**config.mk**
```make
export PLATFORM = sky130hd
export DESIGN_NAME = imem_loader_flat
export DESIGN_NICKNAME = d
export VERILOG_FILES = /design/src/rtl/imem_loader_if.sv /design/src/rtl/imem_loader.sv /design/src/flat_wrapper.sv
export SDC_FILE = /design/constraint.sdc
export NUM_CORES = 1
export LEC_CHECK = 0
export CAP_MARGIN = 20
export CORE_MARGIN = 1.5
export CORE_UTILIZATION = 40
export DETAILED_ROUTE_END_ITERATION = 8
export PLACE_DENSITY = 0.6
export SETUP_SLACK_MARGIN = 0.3
export SYNTH_ARGS = -nofsm -noshare
export SYNTH_HDL_FRONTEND = slang
export SYNTH_SLANG_ARGS = --single-unit
export TNS_END_PERCENT = 20
```
**constraint.sdc**
```tcl
create_clock -name clk -period 6.4 [get_ports clk]
set_input_delay 1.6 -clock clk [delete_from_list [all_inputs] [get_ports clk]]
set_output_delay 1.6 -clock clk [all_outputs]
set_load 0.1 [all_outputs]
```
**src/rtl/imem_loader_if.sv**
```systemverilog
// ---------------------------------------------------------------------------
// imem_loader_if : host byte stream and memory write port of imem_loader
// Rev 1.0
// ---------------------------------------------------------------------------
`default_nettype none

interface imem_loader_if #(
  parameter int ENTRY_WIDTH = 8,
  parameter int ADDR_WIDTH  = 14
);
  logic                   in_valid;
  logic [ENTRY_WIDTH-1:0] in_data;
  logic                   in_ready;
  logic                   mem_we;
  logic [ADDR_WIDTH-1:0]  mem_waddr;
  logic [ENTRY_WIDTH-1:0] mem_wdata;
  logic                   busy;
  logic                   done;
  logic                   load_ok;

  // Host / memory / core side
  modport master (
    output in_valid, in_data,
    input  in_ready, mem_we, mem_waddr, mem_wdata, busy, done, load_ok
  );

  // Loader side
  modport slave (
    input  in_valid, in_data,
    output in_ready, mem_we, mem_waddr, mem_wdata, busy, done, load_ok
  );
endinterface

`default_nettype wire

```
**src/rtl/imem_loader.sv**
```systemverilog
// ---------------------------------------------------------------------------
// imem_loader : framed byte-stream writer for the byte-wide instruction memory
// Rev 1.0
// ---------------------------------------------------------------------------
`default_nettype none

module imem_loader #(
  parameter int              ENTRY_WIDTH = 8,
  parameter int              ADDR_WIDTH  = 14,
  parameter logic [7:0]      SYNC_BYTE   = 8'hA5
) (
  input  wire logic     clk,
  input  wire logic     rst,
  imem_loader_if.slave  bus
);

  localparam logic [2:0] S_IDLE = 3'd0;
  localparam logic [2:0] S_ALO  = 3'd1;
  localparam logic [2:0] S_AHI  = 3'd2;
  localparam logic [2:0] S_LLO  = 3'd3;
  localparam logic [2:0] S_LHI  = 3'd4;
  localparam logic [2:0] S_DATA = 3'd5;
  localparam logic [2:0] S_CSUM = 3'd6;
  localparam logic [2:0] S_RESP = 3'd7;

  logic [2:0]             state_q, state_d;
  logic [7:0]             addr_lo_q, addr_lo_d;
  logic [7:0]             len_lo_q, len_lo_d;
  logic [ENTRY_WIDTH-1:0] csum_q, csum_d;
  logic [ADDR_WIDTH-1:0]  addr_q, addr_d;
  logic [15:0]            cnt_q, cnt_d;
  logic                   mem_we_q, mem_we_d;
  logic [ADDR_WIDTH-1:0]  mem_waddr_q, mem_waddr_d;
  logic [ENTRY_WIDTH-1:0] mem_wdata_q, mem_wdata_d;
  logic                   load_ok_q, load_ok_d;

  logic                   w_ready;
  logic                   w_fire;
  logic [15:0]            w_len;

  assign w_ready = (state_q != S_RESP);
  assign w_fire  = bus.in_valid & w_ready;
  assign w_len   = {bus.in_data, len_lo_q};

  always_comb begin
    state_d     = state_q;
    addr_lo_d   = addr_lo_q;
    len_lo_d    = len_lo_q;
    csum_d      = csum_q;
    addr_d      = addr_q;
    cnt_d       = cnt_q;
    mem_we_d    = 1'b0;
    mem_waddr_d = mem_waddr_q;
    mem_wdata_d = mem_wdata_q;
    load_ok_d   = load_ok_q;

    case (state_q)
      S_IDLE: if (w_fire && bus.in_data == SYNC_BYTE) begin
        state_d = S_ALO;
        csum_d  = '0;
      end
      S_ALO: if (w_fire) begin
        addr_lo_d = bus.in_data;
        state_d   = S_AHI;
      end
      S_AHI: if (w_fire) begin
        // Upper address bits beyond ADDR_WIDTH are dropped.
        addr_d  = ADDR_WIDTH'({bus.in_data, addr_lo_q});
        state_d = S_LLO;
      end
      S_LLO: if (w_fire) begin
        len_lo_d = bus.in_data;
        state_d  = S_LHI;
      end
      S_LHI: if (w_fire) begin
        cnt_d   = w_len;
        state_d = (w_len == 16'd0) ? S_CSUM : S_DATA;
      end
      S_DATA: if (w_fire) begin
        csum_d      = csum_q ^ bus.in_data;
        mem_we_d    = 1'b1;
        mem_waddr_d = addr_q;
        mem_wdata_d = bus.in_data;
        addr_d      = addr_q + ADDR_WIDTH'(1);
        cnt_d       = cnt_q - 16'd1;
        if (cnt_q == 16'd1) state_d = S_CSUM;
      end
      S_CSUM: if (w_fire) begin
        load_ok_d = (bus.in_data == csum_q);
        state_d   = S_RESP;
      end
      S_RESP:  state_d = S_IDLE;
      default: state_d = S_IDLE;
    endcase
  end

  always_ff @(posedge clk) begin
    if (rst) begin
      state_q     <= S_IDLE;
      addr_lo_q   <= '0;
      len_lo_q    <= '0;
      csum_q      <= '0;
      addr_q      <= '0;
      cnt_q       <= '0;
      mem_we_q    <= 1'b0;
      mem_waddr_q <= '0;
      mem_wdata_q <= '0;
      load_ok_q   <= 1'b0;
    end else begin
      state_q     <= state_d;
      addr_lo_q   <= addr_lo_d;
      len_lo_q    <= len_lo_d;
      csum_q      <= csum_d;
      addr_q      <= addr_d;
      cnt_q       <= cnt_d;
      mem_we_q    <= mem_we_d;
      mem_waddr_q <= mem_waddr_d;
      mem_wdata_q <= mem_wdata_d;
      load_ok_q   <= load_ok_d;
    end
  end

  assign bus.in_ready  = w_ready;
  assign bus.mem_we    = mem_we_q;
  assign bus.mem_waddr = mem_waddr_q;
  assign bus.mem_wdata = mem_wdata_q;
  assign bus.busy      = (state_q != S_IDLE);
  assign bus.done      = (state_q == S_RESP);
  assign bus.load_ok   = load_ok_q;

endmodule

`default_nettype wire

```
**src/flat_wrapper.sv**
```systemverilog
// flat-port wrapper written by rule: the top's interface ports become plain ports
module imem_loader_flat 
#(
  parameter int              ENTRY_WIDTH = 8,
  parameter int              ADDR_WIDTH  = 14,
  parameter logic [7:0]      SYNC_BYTE   = 8'hA5
)
  (clk, rst, bus_in_valid, bus_in_data, bus_in_ready, bus_mem_we, bus_mem_waddr, bus_mem_wdata, bus_busy, bus_done, bus_load_ok);
  imem_loader_if #(.ENTRY_WIDTH(ENTRY_WIDTH), .ADDR_WIDTH(ADDR_WIDTH)) bus_i ();
  input  wire logic clk;
  input  wire logic rst;
  input wire logic [$bits(bus_i.in_valid)-1:0] bus_in_valid;
  input wire logic [$bits(bus_i.in_data)-1:0] bus_in_data;
  output wire logic [$bits(bus_i.in_ready)-1:0] bus_in_ready;
  output wire logic [$bits(bus_i.mem_we)-1:0] bus_mem_we;
  output wire logic [$bits(bus_i.mem_waddr)-1:0] bus_mem_waddr;
  output wire logic [$bits(bus_i.mem_wdata)-1:0] bus_mem_wdata;
  output wire logic [$bits(bus_i.busy)-1:0] bus_busy;
  output wire logic [$bits(bus_i.done)-1:0] bus_done;
  output wire logic [$bits(bus_i.load_ok)-1:0] bus_load_ok;
  assign bus_i.in_valid = bus_in_valid;
  assign bus_i.in_data = bus_in_data;
  assign bus_in_ready = bus_i.in_ready;
  assign bus_mem_we = bus_i.mem_we;
  assign bus_mem_waddr = bus_i.mem_waddr;
  assign bus_mem_wdata = bus_i.mem_wdata;
  assign bus_busy = bus_i.busy;
  assign bus_done = bus_i.done;
  assign bus_load_ok = bus_i.load_ok;
  imem_loader #(.ENTRY_WIDTH(ENTRY_WIDTH), .ADDR_WIDTH(ADDR_WIDTH), .SYNC_BYTE(SYNC_BYTE)) u_core (.clk(clk), .rst(rst), .bus(bus_i));
endmodule
```
==> run summary <==
Gr ovfl total: 0
NetSw: 211.1 uW
CTS Buf Count: 9
Fmax: 236.2 MHz
Synth top area share: 0.4117
P_int: 691.3 uW
Num ports: 38
IO Port Bufs: 37
Seq pwr share: 0.558
Largest net degree at the start of global routing: 59
CTS sink count: 81
Vias per cell: 5.561
CTS tree: built
DIE HEIGHT: 102.2 microns
Final Hold Vio Count: 0
Synth area leaders: dfxtp_1, nand2_1, a21oi_1, nor2_1, o21ai_0
Clock network fraction of total power: 0.407
Layout cell share with drive strength beyond 1: 0.05545
Actual slew at the worst max-slew pin: 1.051 ns
EDFF count, synth: 0
Hold_buf cts: 0
Row count: 36
Mean routed wirelength per cell: 15.45 microns
Count leader, synth: nand2_1
Number of global-route vias before repair: 3587
Async SR Flop Fraction: 0
Critical Path AT: 2.63 ns
Hold crit path type: reg2reg
Unique masters post-synth: 52
Pwr Total: 902.4 uW
Final ANT Viol Nets: 0
Ant. Diodes: 0
Sw Ratio: 0.2340
Syn_nets: 538
Sequential area share after synthesis: 0.4117
RePlAce Congestion: 0.8022
Total negative slack: 0 ns
Ys Warns: 0
Drt drc: 0
Slew Limit Fails: 0
Worst skew pair latency: 0.36 ns
Combinational fraction of design power: 0.035
Die Wd: 102.2 microns
RSZ-0062 raised after global routing: false
Total Wirelength: 10420 microns
Root buffer cell: clkbuf_8
Tmin final: 4.233 ns
CTS H-tree depth: 3
Pleak: 1.456 nW
Post-CTS setup buffers: 0
Setup Crit Path Kind: reg2out
Worst IR drop on VDD: 0.0001099 V
Largest area contributor in the netlist: dfxtp_1
Nets@finish: 551
FF+latch count, synth: 81
Antenna violations before repair: 0
Final Skew: 0.01016 ns
Mapped Cells: 524
Worst EP required: 4.80 ns
DIE AREA: 10450 sq um
Syn Area/Cell: 7.517 sq um
Max Cap Viol: 0
Pre-Repair DR Iteration Count: 4
Period utilization: 0.6614
Post_cts resized: 0
Crit-path max FO: 20
Slew HR: 0.2965
Clock tree buffer depth: 2
Top FF cell, synth: dfxtp_1
Worst Setup Start Kind: flip-flop
Clock slew seen by the registers of the worst setup and hold paths: 0.08 ns
Outcome: finished clean
Iteration-0 DRC Markers: 186
Synth cell count leaders: nand2_1, dfxtp_1, a21oi_1
Final Setup Violations: 0
Via Count: 3748
DP HPWL: 6721 microns
Crit end category: output pin
Synth Cell Area: 3939 sq um
Core area: 9639 sq um
Tot GR Track Use: 0.2174
Pwr/cell area: 198.8 nW/um^2
Initial Util: 0.4086
Layout Area Growth over Synthesis: 15.28%
Global-route wire length before repair: 17860 microns
[registers in the layout, summed over array words and instances (netlist names)]
register / flops
u_core.addr_lo_q: 8
u_core.addr_q: 14
u_core.bus.load_ok: 1
u_core.bus.mem_waddr: 14
u_core.bus.mem_wdata: 8
u_core.bus.mem_we: 1
u_core.cnt_q: 16
u_core.csum_q: 8
u_core.len_lo_q: 8
u_core.state_q: 3
[power by group through the flow]
stage	Combinational, mW	Sequential (mW)	Clock [mW]
floorplan	0.0197	0.516	0
global placement	0.0310	0.516	0
detailed placement	0.0312	0.516	0
CTS	0.0314	0.504	0.379
global route	0.0339	0.504	0.395
finish	0.0313	0.504	0.367
[cells in the final DEF, fill, tap and decap left out, types with 6 or more instances in the layout]
cell type | netlist | routed
clkdlybuf4s50_1 | 0 | 36
a211oi_1 | 6 | 6
a31oi_1 | 6 | 6
clkbuf_8 | 0 | 9
nor4_1 | 10 | 10
dfxtp_1 | 81 | 81
nand3_1 | 16 | 16
mux2i_1 | 8 | 8
inv_1 | 9 | 9
nor2_1 | 41 | 41
o21ai_0 | 30 | 30
nor3_1 | 13 | 13
nand3b_1 | 7 | 7
nand2_1 | 99 | 99
o31ai_1 | 6 | 6
a21oi_1 | 73 | 73
and3_1 | 6 | 6
[worst paths after layout]
check | startpoint | end | slack (ns) | cells past startpoint
worst max-delay path | u_core.state_q[2] | bus_done | 2.17 | 3
worst min-delay path | u_core.bus.mem_waddr[7] | u_core.bus.mem_waddr[7] | 0.46 | 2
worst max register to register | u_core.state_q[2] | u_core.csum_q[3] | 3.65 | 6
worst min register to register | u_core.bus.mem_waddr[7] | u_core.bus.mem_waddr[7] | 0.46 | 2
[routing by layer]
layer	vias to the layer above	track usage	wire (microns)	part of all wire
met5	-	0	0	0
li1	1871	-	-	-
met4	0	0.07482	173	0.017
met3	16	0.03830	355	0.034
met2	86	0.3515	4918	0.47
met1	1775	0.2931	4968	0.48
[metrics by stage]
step	worst slack [ns]	util	area, sq um	hold slack [ns]	std cells
final	2.167	0.4711	4541	0.4568	674
after global routing	2.085	0.4711	4541	0.4766	674
after CTS	2.201	0.4695	4526	0.4606	673
after detailed placement	2.258	0.4503	4340	0.4482	658
after global placement	2.395	0.4503	4340	0.4432	658
after floorplan	2.378	-	3939	0.4404	524
[layout make-up]
class / instances / area [sq um]
Sequential cell: 81 / 1622
Inverter: 9 / 33.78
Timing Repair Buffer: 43 / 417.9
Multi-Input combinational cell: 393 / 2116
Tap cell: 133 / 166.4
Clock buffer: 10 / 127.6
Fill cell: 1034 / 5099
Clock inverter: 5 / 57.56
[kinds of logic after synthesis]
logic type | count (synthesis) | share of synthesized area
AO/OA/AOI/OAI | 146 | 0.2151
XOR/XNOR | 5 | 0.01112
adder cells (fa/ha/maj) | 3 | 0.009531
buffers and inverters | 50 | 0.05114
flip-flops | 81 | 0.4117
multiplexers | 8 | 0.02033
AND/OR/NAND/NOR | 231 | 0.2811
[critical path, cell delays in order, from the launching register on]
cell and delay, ns:
dfxtp_1 0.77, nand3_1 0.20, inv_1 0.15, clkdlybuf4s50_1 1.15
(Power assumes the default switching activity.)
